<file path="src/rtl/pr_apply_wb_arbiter.sv">
// PageRank apply write-back arbiter: four per-pipeline FIFOs feeding four
// vertex BRAM banks with per-bank round-robin grant, stall and drain handshake.
module pr_apply_wb_arbiter #(
  parameter int DST_ID_DWIDTH         = 32,
  parameter int VERTEX_BRAM_DWIDTH    = 32,
  parameter int VERTEX_BRAM_AWIDTH    = 10,
  parameter int VERTEX_BRAM_NUM_WIDTH = 2,
  parameter int WB_VALID_WIDTH        = 4,
  parameter int FIFO_DEPTH            = 8,
  parameter int AF_MARGIN             = 2
) (
  input  logic                          clk,
  input  logic                          rst,
  input  logic [DST_ID_DWIDTH-1:0]      in_addr_0,
  input  logic [DST_ID_DWIDTH-1:0]      in_addr_1,
  input  logic [DST_ID_DWIDTH-1:0]      in_addr_2,
  input  logic [DST_ID_DWIDTH-1:0]      in_addr_3,
  input  logic [VERTEX_BRAM_DWIDTH-1:0] in_data_0,
  input  logic [VERTEX_BRAM_DWIDTH-1:0] in_data_1,
  input  logic [VERTEX_BRAM_DWIDTH-1:0] in_data_2,
  input  logic [VERTEX_BRAM_DWIDTH-1:0] in_data_3,
  input  logic [WB_VALID_WIDTH-1:0]     in_valid_0,
  input  logic [WB_VALID_WIDTH-1:0]     in_valid_1,
  input  logic [WB_VALID_WIDTH-1:0]     in_valid_2,
  input  logic [WB_VALID_WIDTH-1:0]     in_valid_3,
  output logic                          bram_we_0,
  output logic                          bram_we_1,
  output logic                          bram_we_2,
  output logic                          bram_we_3,
  output logic [VERTEX_BRAM_AWIDTH-1:0] bram_addr_0,
  output logic [VERTEX_BRAM_AWIDTH-1:0] bram_addr_1,
  output logic [VERTEX_BRAM_AWIDTH-1:0] bram_addr_2,
  output logic [VERTEX_BRAM_AWIDTH-1:0] bram_addr_3,
  output logic [VERTEX_BRAM_DWIDTH-1:0] bram_din_0,
  output logic [VERTEX_BRAM_DWIDTH-1:0] bram_din_1,
  output logic [VERTEX_BRAM_DWIDTH-1:0] bram_din_2,
  output logic [VERTEX_BRAM_DWIDTH-1:0] bram_din_3,
  output logic                          stall,
  output logic                          overflow_err,
  input  logic                          flush_req,
  output logic                          flush_done,
  output logic [31:0]                   wb_count
);

  localparam int NR = 4;
  localparam int NB = WB_VALID_WIDTH;
  localparam int BW = $clog2(NB);
  localparam int RW = $clog2(NR);
  localparam int PW = $clog2(FIFO_DEPTH);
  localparam int CW = PW + 1;
  localparam int AW = VERTEX_BRAM_AWIDTH;
  localparam int DW = VERTEX_BRAM_DWIDTH;

  typedef enum logic [1:0] {S_IDLE, S_DRAIN, S_DONE} state_t;

  logic [DST_ID_DWIDTH-1:0] id_in  [NR];
  logic [DW-1:0]            dat_in [NR];
  logic [NB-1:0]            vld_in [NR];

  assign id_in[0]  = in_addr_0;
  assign id_in[1]  = in_addr_1;
  assign id_in[2]  = in_addr_2;
  assign id_in[3]  = in_addr_3;
  assign dat_in[0] = in_data_0;
  assign dat_in[1] = in_data_1;
  assign dat_in[2] = in_data_2;
  assign dat_in[3] = in_data_3;
  assign vld_in[0] = in_valid_0;
  assign vld_in[1] = in_valid_1;
  assign vld_in[2] = in_valid_2;
  assign vld_in[3] = in_valid_3;

  logic [BW-1:0] mbank_q [NR][FIFO_DEPTH];
  logic [AW-1:0] maddr_q [NR][FIFO_DEPTH];
  logic [DW-1:0] mdata_q [NR][FIFO_DEPTH];
  logic [CW-1:0] wr_q [NR];
  logic [CW-1:0] rd_q [NR];
  logic [CW-1:0] cnt  [NR];

  logic [BW-1:0] push_bank [NR];
  logic [BW-1:0] head_bank [NR];
  logic [AW-1:0] head_addr [NR];
  logic [DW-1:0] head_data [NR];
  logic [NR-1:0] push, acc, pop, nempty, full;
  logic          any_af;

  logic [RW-1:0] rr_q  [NB];
  logic [RW-1:0] rr_d  [NB];
  logic [RW-1:0] gnt_r [NB];
  logic [NB-1:0] gnt_v;

  logic [NB-1:0] bram_we_q;
  logic [AW-1:0] bram_addr_q [NB];
  logic [DW-1:0] bram_din_q  [NB];
  logic          stall_q, ovf_q;
  logic [31:0]   wbc_q;
  logic [2:0]    we_sum;
  state_t        state_q, state_d;

  always_comb begin
    any_af = 1'b0;
    for (int k = 0; k < NR; k++) begin
      cnt[k]       = wr_q[k] - rd_q[k];
      nempty[k]    = (cnt[k] != '0);
      full[k]      = (cnt[k] == CW'(FIFO_DEPTH));
      any_af       = any_af | (cnt[k] >= CW'(FIFO_DEPTH - AF_MARGIN));
      head_bank[k] = mbank_q[k][rd_q[k][PW-1:0]];
      head_addr[k] = maddr_q[k][rd_q[k][PW-1:0]];
      head_data[k] = mdata_q[k][rd_q[k][PW-1:0]];
      push[k]      = |vld_in[k];
      push_bank[k] = '0;
      // Scan high to low so a multi-hot select resolves to its lowest bit.
      for (int i = NB - 1; i >= 0; i--) begin
        if (vld_in[k][i]) push_bank[k] = BW'(i);
      end
    end
  end

  always_comb begin
    logic [RW-1:0] idx;
    idx   = '0;
    gnt_v = '0;
    pop   = '0;
    for (int b = 0; b < NB; b++) begin
      gnt_r[b] = '0;
      rr_d[b]  = rr_q[b];
      for (int i = 0; i < NR; i++) begin
        idx = rr_q[b] + RW'(i);
        if (!gnt_v[b] && nempty[idx] && head_bank[idx] == BW'(b)) begin
          gnt_v[b] = 1'b1;
          gnt_r[b] = idx;
          rr_d[b]  = idx + RW'(1);
        end
      end
      if (gnt_v[b]) pop[gnt_r[b]] = 1'b1;
    end
    acc = push & (~full | pop);
  end

  always_comb begin
    we_sum = '0;
    for (int b = 0; b < NB; b++) we_sum = we_sum + {2'b00, bram_we_q[b]};
  end

  always_comb begin
    state_d = state_q;
    unique case (state_q)
      S_IDLE:  if (flush_req) state_d = S_DRAIN;
      S_DRAIN: if (!(|nempty) && !(|push) && !(|gnt_v)) state_d = S_DONE;
      S_DONE:  state_d = S_IDLE;
      default: state_d = S_IDLE;
    endcase
  end

  // Storage carries no reset: emptying is done by the pointers.
  always_ff @(posedge clk) begin
    for (int k = 0; k < NR; k++) begin
      if (acc[k]) begin
        mbank_q[k][wr_q[k][PW-1:0]] <= push_bank[k];
        maddr_q[k][wr_q[k][PW-1:0]] <=
          id_in[k][VERTEX_BRAM_NUM_WIDTH +: AW];
        mdata_q[k][wr_q[k][PW-1:0]] <= dat_in[k];
      end
    end
  end

  always_ff @(posedge clk) begin
    if (rst) begin
      for (int k = 0; k < NR; k++) begin
        wr_q[k] <= '0;
        rd_q[k] <= '0;
      end
      for (int b = 0; b < NB; b++) begin
        rr_q[b]        <= '0;
        bram_addr_q[b] <= '0;
        bram_din_q[b]  <= '0;
      end
      bram_we_q <= '0;
      stall_q   <= 1'b0;
      ovf_q     <= 1'b0;
      wbc_q     <= '0;
      state_q   <= S_IDLE;
    end else begin
      for (int k = 0; k < NR; k++) begin
        if (acc[k]) wr_q[k] <= wr_q[k] + CW'(1);
        if (pop[k]) rd_q[k] <= rd_q[k] + CW'(1);
      end
      for (int b = 0; b < NB; b++) begin
        rr_q[b] <= rr_d[b];
        if (gnt_v[b]) begin
          bram_addr_q[b] <= head_addr[gnt_r[b]];
          bram_din_q[b]  <= head_data[gnt_r[b]];
        end
      end
      bram_we_q <= gnt_v;
      stall_q   <= any_af;
      if (|(push & ~acc)) ovf_q <= 1'b1;
      wbc_q   <= flush_req ? '0 : wbc_q + 32'(we_sum);
      state_q <= state_d;
    end
  end

  assign bram_we_0    = bram_we_q[0];
  assign bram_we_1    = bram_we_q[1];
  assign bram_we_2    = bram_we_q[2];
  assign bram_we_3    = bram_we_q[3];
  assign bram_addr_0  = bram_addr_q[0];
  assign bram_addr_1  = bram_addr_q[1];
  assign bram_addr_2  = bram_addr_q[2];
  assign bram_addr_3  = bram_addr_q[3];
  assign bram_din_0   = bram_din_q[0];
  assign bram_din_1   = bram_din_q[1];
  assign bram_din_2   = bram_din_q[2];
  assign bram_din_3   = bram_din_q[3];
  assign stall        = stall_q;
  assign overflow_err = ovf_q;
  assign flush_done   = (state_q == S_DONE);
  assign wb_count     = wbc_q;

endmodule

</file>
<file path="config.mk">
export PLATFORM = sky130hd
export DESIGN_NAME = pr_apply_wb_arbiter
export DESIGN_NICKNAME = d
export VERILOG_FILES = /design/src/rtl/pr_apply_wb_arbiter.sv
export SDC_FILE = /design/constraint.sdc
export NUM_CORES = 2
export LEC_CHECK = 0
export BUFFER_PORTS_ARGS = -buffer_cell sky130_fd_sc_hd__buf_2
export CORE_UTILIZATION = 38
export CTS_BUF_LIST = sky130_fd_sc_hd__clkbuf_16
export CTS_CLUSTER_DIAMETER = 60
export CTS_CLUSTER_SIZE = 12
export DETAILED_ROUTE_END_ITERATION = 8
export SLEW_MARGIN = 0
export SYNTH_ARGS = -nofsm -noshare
export SYNTH_HDL_FRONTEND = slang
export SYNTH_SLANG_ARGS = --single-unit
</file>
<file path="constraint.sdc">
create_clock -name clk -period 11.1 [get_ports clk]
set_input_delay 2.775 -clock clk [delete_from_list [all_inputs] [get_ports clk]]
set_output_delay 2.775 -clock clk [all_outputs]
set_load 0.01 [all_outputs]
</file>
## Yosys cells after proc, flatten, opt, wreduce, memory -nomap -nowiden

Memory sizes are Yosys's and may differ from the RTL's.
Cells that the tools add are included.
Widths: inputs -> output; s select.

- Word-level logic and storage cells: 578
- Bits in latches: 0
- Memories: 8
- Bits in writable memories: 1,616
- Flip-flop bits (word level): 40
- Output and inout bits: 207
- ROM bits: 0
- Input port bits: 275

Memory list:

| name | depth | width | read ports | clocked after Yosys merged registers in | wr ports | RTL line | source |
|---|---|---|---|---|---|---|---|
| mdata_q | 4 | 256 | 4 | 0 | 4 | 75 | `logic [DW-1:0] mdata_q [NR][FIFO_DEPTH];` |
| maddr_q | 4 | 80 | 4 | 0 | 4 | 74 | `logic [AW-1:0] maddr_q [NR][FIFO_DEPTH];` |
| bram_din_q | 4 | 32 | 4 | 0 | 4 | 94 | `logic [DW-1:0] bram_din_q [NB];` |
| mbank_q | 4 | 16 | 4 | 0 | 4 | 73 | `logic [BW-1:0] mbank_q [NR][FIFO_DEPTH];` |
| bram_addr_q | 4 | 10 | 4 | 0 | 4 | 93 | `logic [AW-1:0] bram_addr_q [NB];` |
| rd_q | 4 | 4 | 4 | 0 | 4 | 77 | `logic [CW-1:0] rd_q [NR];` |
| +2 memories | -- | -- | -- | -- | -- | -- |  |

- Multiply operators: 0
- Reductions and logical operators: 72
- Order comparisons: 60
- Mux-type cells: 314
- Eq/ne operators: 20
- Add/subtract/negate cells: 40
- Divide/modulo/power cells: 0
- Shift operators: 0
- Bitwise logic cells: 59

Operator list:

| kind | number |
|---|---|
| $mux 256 | 4 |
| $mux 32 | 24 |
| $bmux 32 s3 | 4 |
| $demux 32 s3 | 4 |
| $mux 80 | 4 |
| $bmux 32 s2 | 4 |
| $mux 10 | 24 |
| $mux 2 | 98 |
| $bmux 10 s3 | 4 |
| $demux 10 s3 | 4 |
| $bmux 10 s2 | 4 |
| $mux 1 | 75 |
| $bmux 2 s2 | 16 |
| $mux 16 | 4 |
| $ge 3x3->1 const B | 20 |
| $lt 2x3->1 const B | 20 |
| $not 2->3 | 20 |
| $mux 4 | 12 |
| $logic_and 1x1->1 | 38 |
| $add 2x1->2 const B | 16 |
| $add 32x3->32 | 1 |
| $add 4x1->4 const B | 8 |
| $bmux 1 s2 | 16 |
| $ge 4x4->1 const B | 8 |
| 28 further kinds | 133 |

## Depth between registers and ports, before layout

- Word-level depth: 39
- Mapped depth: 17
- Depth with buffers taken out: 13

## Least setup slack after synthesis

OpenSTA, ideal clock, no wires.

- Path type: reg-to-reg
- From: memory rd_q[0][1] in the netlist's numbering
- To: memory maddr_q[1][20] in the netlist's numbering (enable)
- Clock period less this slack: 9.003 ns
- Arrival: 8.432 ns
- Setup time: 0.571 ns
- Buffers on the path: 4
- Slack: 2.097 ns
- Cell stages (with the launch flop): 16
- Data required time: 10.529 ns
- Cells stage by stage: edfxtp_1 > clkbuf_1 > clkbuf_1 > buf_1 > inv_1 > fa_1 > xor2_1 > nor3b_1 > a31oi_4 > nand2_1 > nand2_1 > a221oi_1 > a221o_1 > o31ai_2 > buf_2 > nor4b_1

RTL lines:

| item | RTL line |
|---|---|
| from (decl) | 77 |
| to (decl) | 74 |

==> qor.csv <==
stage,metric,value,unit
run_status,status,"complete, no violations",
floorplan,row_count,155,
worst_setup_path,reg2reg_to,mdata_q[2][137],
logic_synthesis,postSynthCellCount,4063,
floorplan,dieArea,183200,um2
detailed_routing,final_antenna_net_count,0,
grt,grt_usage,21.93,%
worst_setup_path,cp_slowest_cell,and4b_4,
timing,setup_tns,0,ns
clock_tree,cts_max_path_buffers,3,
logic_synthesis,syn_avg_cell_area,16.97,um2
grt,grt_max_degree,93,
logic_synthesis,synth_top_family_by_area,multiplexers,
worst_setup_path,critPathLaunch,rd_q[1][2],
worst_setup_path,startpoint_type,flip-flop,
logic_synthesis,synth_fa_ha_area_share,0.5843,%
grt,grt_overflow,0,
worst_setup_path,critPathRequiredTime,11.50,ns
logic_synthesis,synth_seq_cells,1656,
timing,finalSetupViolations,0,
worst_setup_path,critPathKind,flip-flop to flip-flop,
finish,drive_gt1_share,25.45,%
worst_setup_path,arrival,7.00,ns
finish,instances_no_fill,6904,
clock_tree,cts_setup_buffers,0,
logic_synthesis,synth.mux.area_fraction,15.00,%
worst_hold_path,min-delay-path-class,flip-flop to flip-flop,
logic_synthesis,synth-simple-area-share,6.757,%
logic_synthesis,yosys_warnings,0,
timing,finalMaxSlewViolations,0,
clock_tree,cts_sinks,1656,
clock_tree,cts_tree,built,
floorplan,coreArea,179400,um2
timing,slew_headroom,15.53,%
place,placedCellCount,6669,
detailed_routing,drt_iter0_markers,4704,
flow_run,maxCapViolCount,0,
timing,tightest_slew,1.232,ns
logic_synthesis,synth.distinct_cells,93,
finish,fillerInstances,15560,
timing,finalCritPeriodShare,59.45,%
timing,skew,0.04539,ns
logic_synthesis,synth_ff_type,edfxtp_1,
place,io_buffer_count,393,
finish,nets,4787,
detailed_routing,drc_errors,0,
clock_tree,h-tree-depth,4,
clock_tree,cts_hold_buffers,0,
timing,finalCriticalPeriod,6.598,ns
worst_setup_path,endpoint,mdata_q[2][137],
grt,grt_pass1_vias,38380,
logic_synthesis,synth_edf_count,1608,
finish,final_common_cell,edfxtp_1,
floorplan,fp.dieH,428.0,um
finish,areaGrowthSynthToFinish,14.21,%
worst_hold_path,holdPathStages,1,
timing,finalHoldViolCount,0,
timing,rsz0062_at_grt,no,
worst_setup_path,cp.depth,12,
clock_tree,insertion_delay,0.80,ns
place,gp_congestion,0.9039,
detailed_routing,dr.pass1.iters,9,
floorplan,start_util,38.44,%
worst_setup_path,cp_top_family,compound AO/OA/AOI/OAI gates,
detailed_routing,route.vias.total,39300,
logic_synthesis,synth-xor-area-share,0.6351,%
clock_tree,root_buffer,clkbuf_16,
grt,grt_pass1_wl,285900,um
worst_setup_path,cp_max_fo,44,
timing,max_freq,151.6,MHz
detailed_routing,wl_per_cell,29.56,um
worst_setup_path,reg2reg_depth,12,
detailed_routing,vias_per_cell,5.693,
detailed_routing,wirelength,204100,um
clock_tree,cts_buffers,168,
floorplan,die_x,428.0,um
logic_synthesis,async_reset_ff_share,0,%
clock_tree,post_cts_resized,0,
floorplan,pin_count,482,
worst_setup_path,r2r-start,rd_q[1][2],
worst_setup_path,end_kind,flip-flop,
worst_setup_path,rrSetupSlack,4.50,ns
worst_setup_path,max_stage_delay,1.00,ns
finish,final_cell_mix,"1608 x edfxtp_1, 548 x nand2_1, 393 x buf_2",
logic_synthesis,synth_compound_area_share,3.749,%
clock_tree,clkTransAtPathRegs,0.06,ns
place,dpl.hpwl,131300,um
logic_synthesis,syn_nets,4366,
logic_synthesis,synth_seq_area_share,71.42,%
worst_setup_path,crit_chain,inv_2 > buf_4 > ha_1 > xor2_1 > or3b_2 > o31ai_2 > nand2b_1 > a32oi_1 > a311oi_4 > o21ai_2 > a31oi_1 > and4b_4,
worst_setup_path,critPathBufInv,2,
logic_synthesis,syn_area,68950,um2
grt,antenna_found_initial,71,
## Yosys cell counts (4+ instances only)
cell | count | area share (%)
a211oi_1 | 7 | 0.076
a21o_1 | 6 | 0.065
a21oi_1 | 200 | 1.5
a221oi_1 | 4 | 0.051
a222oi_1 | 12 | 0.17
a31o_2 | 4 | 0.051
a31oi_1 | 7 | 0.064
a32oi_1 | 4 | 0.051
and2_1 | 10 | 0.091
and3_1 | 8 | 0.073
and3b_1 | 5 | 0.064
and4_1 | 5 | 0.064
buf_1 | 57 | 0.31
buf_2 | 23 | 0.17
buf_4 | 4 | 0.044
clkbuf_1 | 159 | 0.87
dfxtp_1 | 48 | 1.4
edfxtp_1 | 1608 | 70
fa_1 | 7 | 0.20
ha_1 | 21 | 0.38
inv_1 | 74 | 0.40
inv_2 | 6 | 0.033
mux2_2 | 4 | 0.065
mux2i_1 | 231 | 3.4
mux4_2 | 352 | 11
nand2_1 | 549 | 3.0
nand2b_1 | 14 | 0.13
nand3_1 | 213 | 1.5
nand3b_1 | 5 | 0.054
nand4_1 | 5 | 0.045
nor2_1 | 69 | 0.38
nor2b_1 | 7 | 0.064
nor3_1 | 44 | 0.32
nor3b_1 | 16 | 0.17
nor4_1 | 13 | 0.12
nor4b_1 | 7 | 0.089
o211ai_1 | 78 | 0.85
o21ai_0 | 20 | 0.15
o22ai_1 | 4 | 0.036
or2_2 | 5 | 0.045
or3_1 | 23 | 0.21
xnor2_1 | 22 | 0.28
xor2_1 | 28 | 0.36
## worst min path at each step
stage                           from         end  slack (ns)
final                     state_q[1]  state_q[1]        0.44
after detailed placement  state_q[1]  state_q[1]        0.43
after CTS                 state_q[1]  state_q[1]        0.44
after global routing      state_q[1]  state_q[1]        0.47
after global placement    state_q[1]  state_q[1]        0.42
after floorplan           state_q[1]  state_q[1]        0.41
## metal layers
metal / track usage (%) / share of wire (%) / vias to the layer above
met3: 4.291 / 6.7 / 498
met5: 0.02602 / 0.14 / -
met2: 35.99 / 49 / 1864
met1: 26.49 / 37 / 20090
li1: - / - / 16810
met4: 14.17 / 6.8 / 44
## per-stage QoR
stage          worst slack, ns  instance area [um2]  util, %  hold slack [ns]
2_1_floorplan            2.097                68950        -           0.4134
3_3_place_gp             4.578                73990    41.24           0.4246
3_5_place_dp             4.551                73990    41.24           0.4289
4_1_cts                  4.505                78700    43.87           0.4376
5_1_grt                  4.195                78750    43.90           0.4745
6_report                 4.502                78750    43.90           0.4376
## flip-flops by register name, summed over array words and instances (netlist names)
register      flops
wb_count         32
wr_q             16
stall             1
bram_we_q         4
state_q           2
mbank_q          64
bram_din_q      128
overflow_err      1
rd_q             16
maddr_q         320
bram_addr_q      40
rr_q              8
mdata_q        1024
## kinds of logic (layout without fill, tap and decap cells)
family / Yosys count / after routing
buffers and inverters: 325 / 792
other: 0 / 19
xor gates and xnor gates: 50 / 50
muxes: 590 / 590
and+or+nand+nor: 1022 / 1022
AOI/OAI and AO/OA: 392 / 392
adders and majority gates: 28 / 28
DFF: 1656 / 1656
## layout make-up
class | count | area, um2 | share of cell area, %
inverter | 80 | 300.3 | 0.3813
multi-input combinational | 2082 | 18740 | 23.80
clock buffer | 171 | 4279 | 5.434
tap | 2355 | 2947 | 3.742
sequential | 1656 | 49250 | 62.53
timing repair buffer | 496 | 2753 | 3.495
clock inverter | 45 | 436.7 | 0.5545
antenna | 19 | 47.55 | 0.06037
Power is not shown: default switching activity piles up to over one toggle a cycle in this logic, so the estimate is an artifact.
